## src/rtl/k_sram_buffer_if.sv

```systemverilog
// k_sram_buffer_if: K-vector fill handshake, replay stream and pass status.
// Master side is upstream/datapath, slave side is the buffer.
`ifndef MAX_SEQ_LEN
`define MAX_SEQ_LEN 4
`endif

interface k_sram_buffer_if #(
    parameter int DEPTH      = `MAX_SEQ_LEN,
    parameter int NUM_PASSES = `MAX_SEQ_LEN,
    parameter int KW         = 64
);
    localparam int IW = (DEPTH > 1) ? $clog2(DEPTH) : 1;
    localparam int PW = (NUM_PASSES > 1) ? $clog2(NUM_PASSES) : 1;

    logic          ctrl_K_vld;
    logic [KW-1:0] loaded_K_vector;
    logic          K_sram_rdy;
    logic          clear;
    logic          k_out_vld;
    logic          k_out_rdy;
    logic [KW-1:0] k_out_vector;
    logic [IW-1:0] k_out_idx;
    logic          k_out_last;
    logic [PW-1:0] pass_idx;
    logic          done;

    modport master (
        output ctrl_K_vld,
        output loaded_K_vector,
        output clear,
        output k_out_rdy,
        input  K_sram_rdy,
        input  k_out_vld,
        input  k_out_vector,
        input  k_out_idx,
        input  k_out_last,
        input  pass_idx,
        input  done
    );

    modport slave (
        input  ctrl_K_vld,
        input  loaded_K_vector,
        input  clear,
        input  k_out_rdy,
        output K_sram_rdy,
        output k_out_vld,
        output k_out_vector,
        output k_out_idx,
        output k_out_last,
        output pass_idx,
        output done
    );
endinterface

```

## src/rtl/k_sram_buffer.sv

```systemverilog
// k_sram_buffer: fills DEPTH K vectors, then replays them NUM_PASSES times.
// Optional K_SRAM_STALL_CNT_EN adds a saturating stall_cycles counter port.
`ifndef MAX_SEQ_LEN
`define MAX_SEQ_LEN 4
`endif

module k_sram_buffer #(
    parameter int DEPTH      = `MAX_SEQ_LEN,
    parameter int NUM_PASSES = `MAX_SEQ_LEN,
    parameter int KW         = 64
) (
    input  logic              clk,
    input  logic              rst,
`ifdef K_SRAM_STALL_CNT_EN
    output logic [31:0]       stall_cycles,
`endif
    k_sram_buffer_if.slave    kbuf_io
);
    localparam int IW = (DEPTH > 1) ? $clog2(DEPTH) : 1;
    localparam int PW = (NUM_PASSES > 1) ? $clog2(NUM_PASSES) : 1;
    localparam logic [IW-1:0] LAST_IDX  = IW'(DEPTH - 1);
    localparam logic [PW-1:0] LAST_PASS = PW'(NUM_PASSES - 1);

    typedef enum logic [1:0] {
        S_FILL,
        S_LOAD,
        S_STREAM,
        S_DONE
    } state_e;

    state_e        state_q, state_d;
    logic [KW-1:0] mem_q [DEPTH];
    logic [IW-1:0] wr_ptr_q, wr_ptr_d;
    logic [IW-1:0] rd_ptr_q, rd_ptr_d;
    logic [PW-1:0] pass_q, pass_d;
    logic          rdy_q, rdy_d;
    logic          vld_q, vld_d;
    logic [KW-1:0] vec_q, vec_d;
    logic [IW-1:0] idx_q, idx_d;
    logic          last_q, last_d;
    logic          done_q, done_d;
    logic          wr_en;
    logic          fill_hs;
    logic          out_hs;

    assign fill_hs = kbuf_io.ctrl_K_vld & rdy_q;
    assign out_hs  = vld_q & kbuf_io.k_out_rdy;

    // Explicit wrap so non-power-of-2 depths never index past DEPTH-1
    function automatic logic [IW-1:0] next_ptr(input logic [IW-1:0] p);
        return (p == LAST_IDX) ? '0 : p + IW'(1);
    endfunction

    always_comb begin
        state_d  = state_q;
        wr_ptr_d = wr_ptr_q;
        rd_ptr_d = rd_ptr_q;
        pass_d   = pass_q;
        vld_d    = vld_q;
        vec_d    = vec_q;
        idx_d    = idx_q;
        last_d   = last_q;
        done_d   = done_q;
        wr_en    = 1'b0;
        if (kbuf_io.clear) begin
            state_d  = S_FILL;
            wr_ptr_d = '0;
            rd_ptr_d = '0;
            pass_d   = '0;
            vld_d    = 1'b0;
            idx_d    = '0;
            last_d   = 1'b0;
            done_d   = 1'b0;
        end else begin
            unique case (state_q)
                S_FILL: begin
                    if (fill_hs) begin
                        wr_en    = 1'b1;
                        wr_ptr_d = next_ptr(wr_ptr_q);
                        if (wr_ptr_q == LAST_IDX) begin
                            state_d = S_LOAD;
                        end
                    end
                end
                S_LOAD: begin
                    vec_d    = mem_q[0];
                    idx_d    = '0;
                    last_d   = (DEPTH == 1);
                    vld_d    = 1'b1;
                    rd_ptr_d = next_ptr('0);
                    state_d  = S_STREAM;
                end
                S_STREAM: begin
                    if (out_hs) begin
                        if (last_q && (pass_q == LAST_PASS)) begin
                            vld_d   = 1'b0;
                            done_d  = 1'b1;
                            state_d = S_DONE;
                        end else begin
                            // Next pass starts on the same edge: no bubble
                            if (last_q) begin
                                pass_d = pass_q + PW'(1);
                            end
                            vec_d    = mem_q[rd_ptr_q];
                            idx_d    = rd_ptr_q;
                            last_d   = (rd_ptr_q == LAST_IDX);
                            rd_ptr_d = next_ptr(rd_ptr_q);
                        end
                    end
                end
                S_DONE: begin
                end
                default: begin
                    state_d = S_FILL;
                end
            endcase
        end
        rdy_d = (state_d == S_FILL);
    end

    always_ff @(posedge clk) begin
        if (wr_en) begin
            mem_q[wr_ptr_q] <= kbuf_io.loaded_K_vector;
        end
    end

    always_ff @(posedge clk or posedge rst) begin
        if (rst) begin
            state_q  <= S_FILL;
            wr_ptr_q <= '0;
            rd_ptr_q <= '0;
            pass_q   <= '0;
            rdy_q    <= 1'b0;
            vld_q    <= 1'b0;
            vec_q    <= '0;
            idx_q    <= '0;
            last_q   <= 1'b0;
            done_q   <= 1'b0;
        end else begin
            state_q  <= state_d;
            wr_ptr_q <= wr_ptr_d;
            rd_ptr_q <= rd_ptr_d;
            pass_q   <= pass_d;
            rdy_q    <= rdy_d;
            vld_q    <= vld_d;
            vec_q    <= vec_d;
            idx_q    <= idx_d;
            last_q   <= last_d;
            done_q   <= done_d;
        end
    end

`ifdef K_SRAM_STALL_CNT_EN
    logic [31:0] stall_q, stall_d;

    always_comb begin
        stall_d = stall_q;
        if (kbuf_io.clear) begin
            stall_d = '0;
        end else if (vld_q && !kbuf_io.k_out_rdy && !(&stall_q)) begin
            stall_d = stall_q + 32'd1;
        end
    end

    always_ff @(posedge clk or posedge rst) begin
        if (rst) begin
            stall_q <= '0;
        end else begin
            stall_q <= stall_d;
        end
    end

    assign stall_cycles = stall_q;
`endif

    assign kbuf_io.K_sram_rdy   = rdy_q;
    assign kbuf_io.k_out_vld    = vld_q;
    assign kbuf_io.k_out_vector = vec_q;
    assign kbuf_io.k_out_idx    = idx_q;
    assign kbuf_io.k_out_last   = last_q;
    assign kbuf_io.pass_idx     = pass_q;
    assign kbuf_io.done         = done_q;

    a_hold_stable: assert property (
        @(posedge clk) disable iff (rst)
        (vld_q && !kbuf_io.k_out_rdy && !kbuf_io.clear)
        |=> (vld_q && $stable(vec_q) && $stable(idx_q) && $stable(last_q))
    );

    a_done_idle: assert property (
        @(posedge clk) disable iff (rst)
        done_q |-> (!vld_q && !rdy_q)
    );
endmodule

```

## src/flat_wrapper.sv

```systemverilog
// flat-port wrapper written by rule: the top's interface ports become plain ports
module k_sram_buffer_flat 
#(
    parameter int DEPTH      = `MAX_SEQ_LEN,
    parameter int NUM_PASSES = `MAX_SEQ_LEN,
    parameter int KW         = 64
)
  (clk, rst, kbuf_io_ctrl_K_vld, kbuf_io_loaded_K_vector, kbuf_io_clear, kbuf_io_k_out_rdy, kbuf_io_K_sram_rdy, kbuf_io_k_out_vld, kbuf_io_k_out_vector, kbuf_io_k_out_idx, kbuf_io_k_out_last, kbuf_io_pass_idx, kbuf_io_done);
  k_sram_buffer_if #(.DEPTH(DEPTH), .NUM_PASSES(NUM_PASSES), .KW(KW)) kbuf_io_i ();
  input  logic clk;
  input  logic rst;
  input wire logic [$bits(kbuf_io_i.ctrl_K_vld)-1:0] kbuf_io_ctrl_K_vld;
  input wire logic [$bits(kbuf_io_i.loaded_K_vector)-1:0] kbuf_io_loaded_K_vector;
  input wire logic [$bits(kbuf_io_i.clear)-1:0] kbuf_io_clear;
  input wire logic [$bits(kbuf_io_i.k_out_rdy)-1:0] kbuf_io_k_out_rdy;
  output wire logic [$bits(kbuf_io_i.K_sram_rdy)-1:0] kbuf_io_K_sram_rdy;
  output wire logic [$bits(kbuf_io_i.k_out_vld)-1:0] kbuf_io_k_out_vld;
  output wire logic [$bits(kbuf_io_i.k_out_vector)-1:0] kbuf_io_k_out_vector;
  output wire logic [$bits(kbuf_io_i.k_out_idx)-1:0] kbuf_io_k_out_idx;
  output wire logic [$bits(kbuf_io_i.k_out_last)-1:0] kbuf_io_k_out_last;
  output wire logic [$bits(kbuf_io_i.pass_idx)-1:0] kbuf_io_pass_idx;
  output wire logic [$bits(kbuf_io_i.done)-1:0] kbuf_io_done;
  assign kbuf_io_i.ctrl_K_vld = kbuf_io_ctrl_K_vld;
  assign kbuf_io_i.loaded_K_vector = kbuf_io_loaded_K_vector;
  assign kbuf_io_i.clear = kbuf_io_clear;
  assign kbuf_io_i.k_out_rdy = kbuf_io_k_out_rdy;
  assign kbuf_io_K_sram_rdy = kbuf_io_i.K_sram_rdy;
  assign kbuf_io_k_out_vld = kbuf_io_i.k_out_vld;
  assign kbuf_io_k_out_vector = kbuf_io_i.k_out_vector;
  assign kbuf_io_k_out_idx = kbuf_io_i.k_out_idx;
  assign kbuf_io_k_out_last = kbuf_io_i.k_out_last;
  assign kbuf_io_pass_idx = kbuf_io_i.pass_idx;
  assign kbuf_io_done = kbuf_io_i.done;
  k_sram_buffer #(.DEPTH(DEPTH), .NUM_PASSES(NUM_PASSES), .KW(KW)) u_core (.clk(clk), .rst(rst), .kbuf_io(kbuf_io_i));
endmodule
```

## config.mk

```make
export PLATFORM = sky130hd
export DESIGN_NAME = k_sram_buffer_flat
export DESIGN_NICKNAME = d
export VERILOG_FILES = /design/src/rtl/k_sram_buffer_if.sv /design/src/rtl/k_sram_buffer.sv /design/src/flat_wrapper.sv
export SDC_FILE = /design/constraint.sdc
export NUM_CORES = 1
export LEC_CHECK = 0
export ABC_AREA = 1
export CAP_MARGIN = 20
export CORE_MARGIN = 2
export CORE_UTILIZATION = 25
export CTS_BUF_LIST = sky130_fd_sc_hd__clkbuf_8
export DETAILED_ROUTE_END_ITERATION = 8
export PLACE_DENSITY = 0.48
export SKIP_LAST_GASP = 1
export SLEW_MARGIN = 20
export SYNTH_ARGS = -nofsm -noshare
export SYNTH_HDL_FRONTEND = slang
export SYNTH_SLANG_ARGS = --single-unit
```

## constraint.sdc

```tcl
create_clock -name clk -period 4.9 [get_ports clk]
set_input_delay 0.49 -clock clk [delete_from_list [all_inputs] [get_ports clk]]
set_output_delay 0.49 -clock clk [all_outputs]
set_load 0.02 [all_outputs]
```

==> flow_summary.yaml <==
timing:
  clock.fmax_mhz: 333
  worstMarginPinSlew_ps: 1100
  layout_min_cycle_time_ps: 3010
  slew_headroom_pct: 26.1
  finalCritPeriodShare_pct: 61.3
  maxSlewViolCount: 0
  setup_viol: 0
  rsz0062_at_grt: "false"
  finalHoldViolCount: 0
  fin_skew_ps: 37.9
  setup_tns_ps: 0
critical_path:
  r2r_slack_ps: 1890
  end_kind: "register"
  cp_data_arrival_time_ps: 3510
  startpoint_type: "register"
  timing.rr.end: "u_core.kbuf_io.k_out_vector[43]"
  r2r_cells: 8
  critPathRequiredTime_ps: 5400
  cp_max_fo: 64
  critPathKind: "register to register"
  r2r_start: "u_core.state_q[0]"
min_path:
  hold_path.class: "input port to asynchronous set/reset pin"
floorplan:
  die_h_um: 237
  num_rows: 85
  fp.dieArea_sq_um: 56200
  initial_core_util_pct: 25.3
  ios: 141
  die_w_um: 237
  core_area_sq_um: 53700
synth:
  seq_area_frac_synth_pct: 71.0
  ys_async_sr_fraction_pct: 23.4
  netlist_area_sq_um: 13600
  synth_seq_cells: 334
  synth_top_cell_by_area: "edfxtp_1"
  synthCells: 1188
  synth_top_flop_cell: "edfxtp_1"
  yosys_warnings: 0
  synth.most_common_cell: "nor2_1"
  synth_nets: 1267
  syn_area_per_cell_sq_um: 11.4
  yosys.area.top_type_share_pct: 56.6
  synth-edff-count: 256
  synthTopCellsByCount: "nor2_1, edfxtp_1, nand2_1"
  yosys-top-cells-area: "edfxtp_1, dfrtp_1, nor2_1, nand2_1, inv_1"
  synth_cell_types: 25
detailed_routing:
  drt-vias-per-instance: 4.17
  firstDrtPassIters: 6
  routed_wl_um: 34600
  ant_nets: 0
  post-route-drc-count: 0
  vias: 8719
  drt_iter0_markers: 541
  wl_per_cell_um: 16.5
placed_design:
  globalplace.congestion: 0.683
  post-place-cells: 1980
  dpl.hpwl_um: 19300
  portBuffers: 140
flow_run:
  max_cap_violations: 0
layout:
  n_fill_cell: 5355
  stdcell_count: 2091
  drive_gt1_share_pct: 8.54
  nets: 1423
  syn2layout_area_growth_pct: 24.6
clock_tree:
  cts_tree: "yes"
  insertion_delay_ps: 660
  cts-resized-gates: 0
  cts_max_path_buffers: 3
  clock-sinks: 334
  htree_num_levels: 2
  numCtsBuffers: 58
  hold_buffers: 0
  clock-root-buffer: "clkbuf_8"
  cts_setup_buffers: 0
  path_clk_slew_ps: 60
global_routing:
  grt_pass1_vias: 8514
  grt_max_degree: 68
  grt_pass1_wl_um: 51600
  antenna_found_initial: 2
  track_usage_pct: 12.2
  overflow: 0
power_and_ir_drop:
  leakage_nw: 6.61
  power_w: 0.00843
  p_per_area_nw_per_um2: 499
  ir_drop_mv: 0.200
run_status:
  status: "finished clean"
-- metrics by stage --
step | hold WS [ps] | setup slack [ps] | instance area [sq um] | utilization [%]
2_1_floorplan | 525 | 733 | 13600 | -
3_3_place_gp | 463 | 1840 | 15700 | 29.2
3_5_place_dp | 468 | 1800 | 15700 | 29.2
4_1_cts | 406 | 1770 | 16900 | 31.5
5_1_grt | 431 | 1580 | 16900 | 31.5
6_report | 412 | 1890 | 16900 | 31.5
-- worst max-delay path: stages, from the launching register on --
cell and delay, ps:
dfrtp_1 400, inv_1 150, ha_2 210, buf_4 540, nand2_1 190, nand2_4 630, buf_4 480, nand2_1 90
a21boi_1 140
-- routing by layer --
metal / vias up / share of wire [%] / global-route usage, %
met4: 2 / 2.0 / 3.74
met5: - / 0.038 / 0
li1: 4285 / - / -
met3: 59 / 4.8 / 3.09
met1: 4222 / 45 / 15.7
met2: 151 / 48 / 20.3
-- kinds of logic after synthesis --
kind of cell	count (synthesis)	share of synthesized area, %
and+or+nand+nor	498	14.2
DFF	334	71.0
adders and majority gates	10	0.922
buffers and inverters	174	5.83
AOI/OAI and AO/OA	172	8.00
-- report_power, final --
group / internal, W / switching, W
registers: 0.00348 / 0.000217
clock network: 0.00146 / 0.00116
logic: 0.000841 / 0.00127
-- worst max path at each step --
| stage | start | to | slack (ps) | cells after the start |
|---|---|---|---|---|
| after global routing | u_core.state_q[0] | u_core.kbuf_io.k_out_vector[22] | 1580 | 8 |
| after detailed placement | u_core.state_q[0] | u_core.kbuf_io.k_out_vector[58] | 1800 | 8 |
| after floorplan | u_core.state_q[0] | u_core.mem_q[0][0] | 730 | 6 |
| final | u_core.state_q[0] | u_core.kbuf_io.k_out_vector[43] | 1890 | 8 |
| after global placement | kbuf_io_ctrl_K_vld | u_core.mem_q[1][32] | 1840 | 6 |
| after CTS | u_core.state_q[0] | u_core.kbuf_io.k_out_vector[22] | 1770 | 8 |
-- flip-flops by register name (all words and copies together), names as in the netlist --
name / flops
u_core.kbuf_io.k_out_vld: 1
u_core.kbuf_io.done: 1
u_core.kbuf_io.k_out_vector: 64
u_core.kbuf_io.k_out_last: 1
u_core.mem_q: 256
u_core.kbuf_io.K_sram_rdy: 1
u_core.rd_ptr_q: 2
u_core.kbuf_io.k_out_idx: 2
u_core.kbuf_io.pass_idx: 2
u_core.state_q: 2
u_core.wr_ptr_q: 2
-- cell usage in the layout (no fill, tap or decap), types with 4 or more instances in the layout --
| cell | n |
|---|---|
| buf_12 | 4 |
| nor2_4 | 4 |
| dfrtp_1 | 76 |
| nor2_1 | 287 |
| clkinv_1 | 8 |
| a21boi_1 | 37 |
| o211ai_1 | 41 |
| edfxtp_1 | 256 |
| o21ai_0 | 65 |
| inv_2 | 4 |
| clkdlybuf4s50_1 | 140 |
| buf_4 | 11 |
| a21oi_1 | 25 |
| ha_1 | 9 |
| clkbuf_8 | 67 |
| nand2_1 | 164 |
| inv_1 | 127 |
| clkinv_2 | 11 |
| nand3_1 | 36 |
| bufinv_16 | 4 |
-- cell type report --
| class | count | area (sq um) | area share (%) |
|---|---|---|---|
| clock buffer | 67 | 922 | 5.45 |
| tap | 696 | 871 | 5.15 |
| inverter | 115 | 434 | 2.57 |
| timing repair buffer | 155 | 1560 | 9.25 |
| clock inverter | 43 | 295 | 1.75 |
| multi-input combinational | 680 | 3180 | 18.8 |
| sequential | 334 | 9640 | 57.0 |
| antenna | 1 | 2.50 | 0.0148 |
Power figures use the tool's default switching activity.
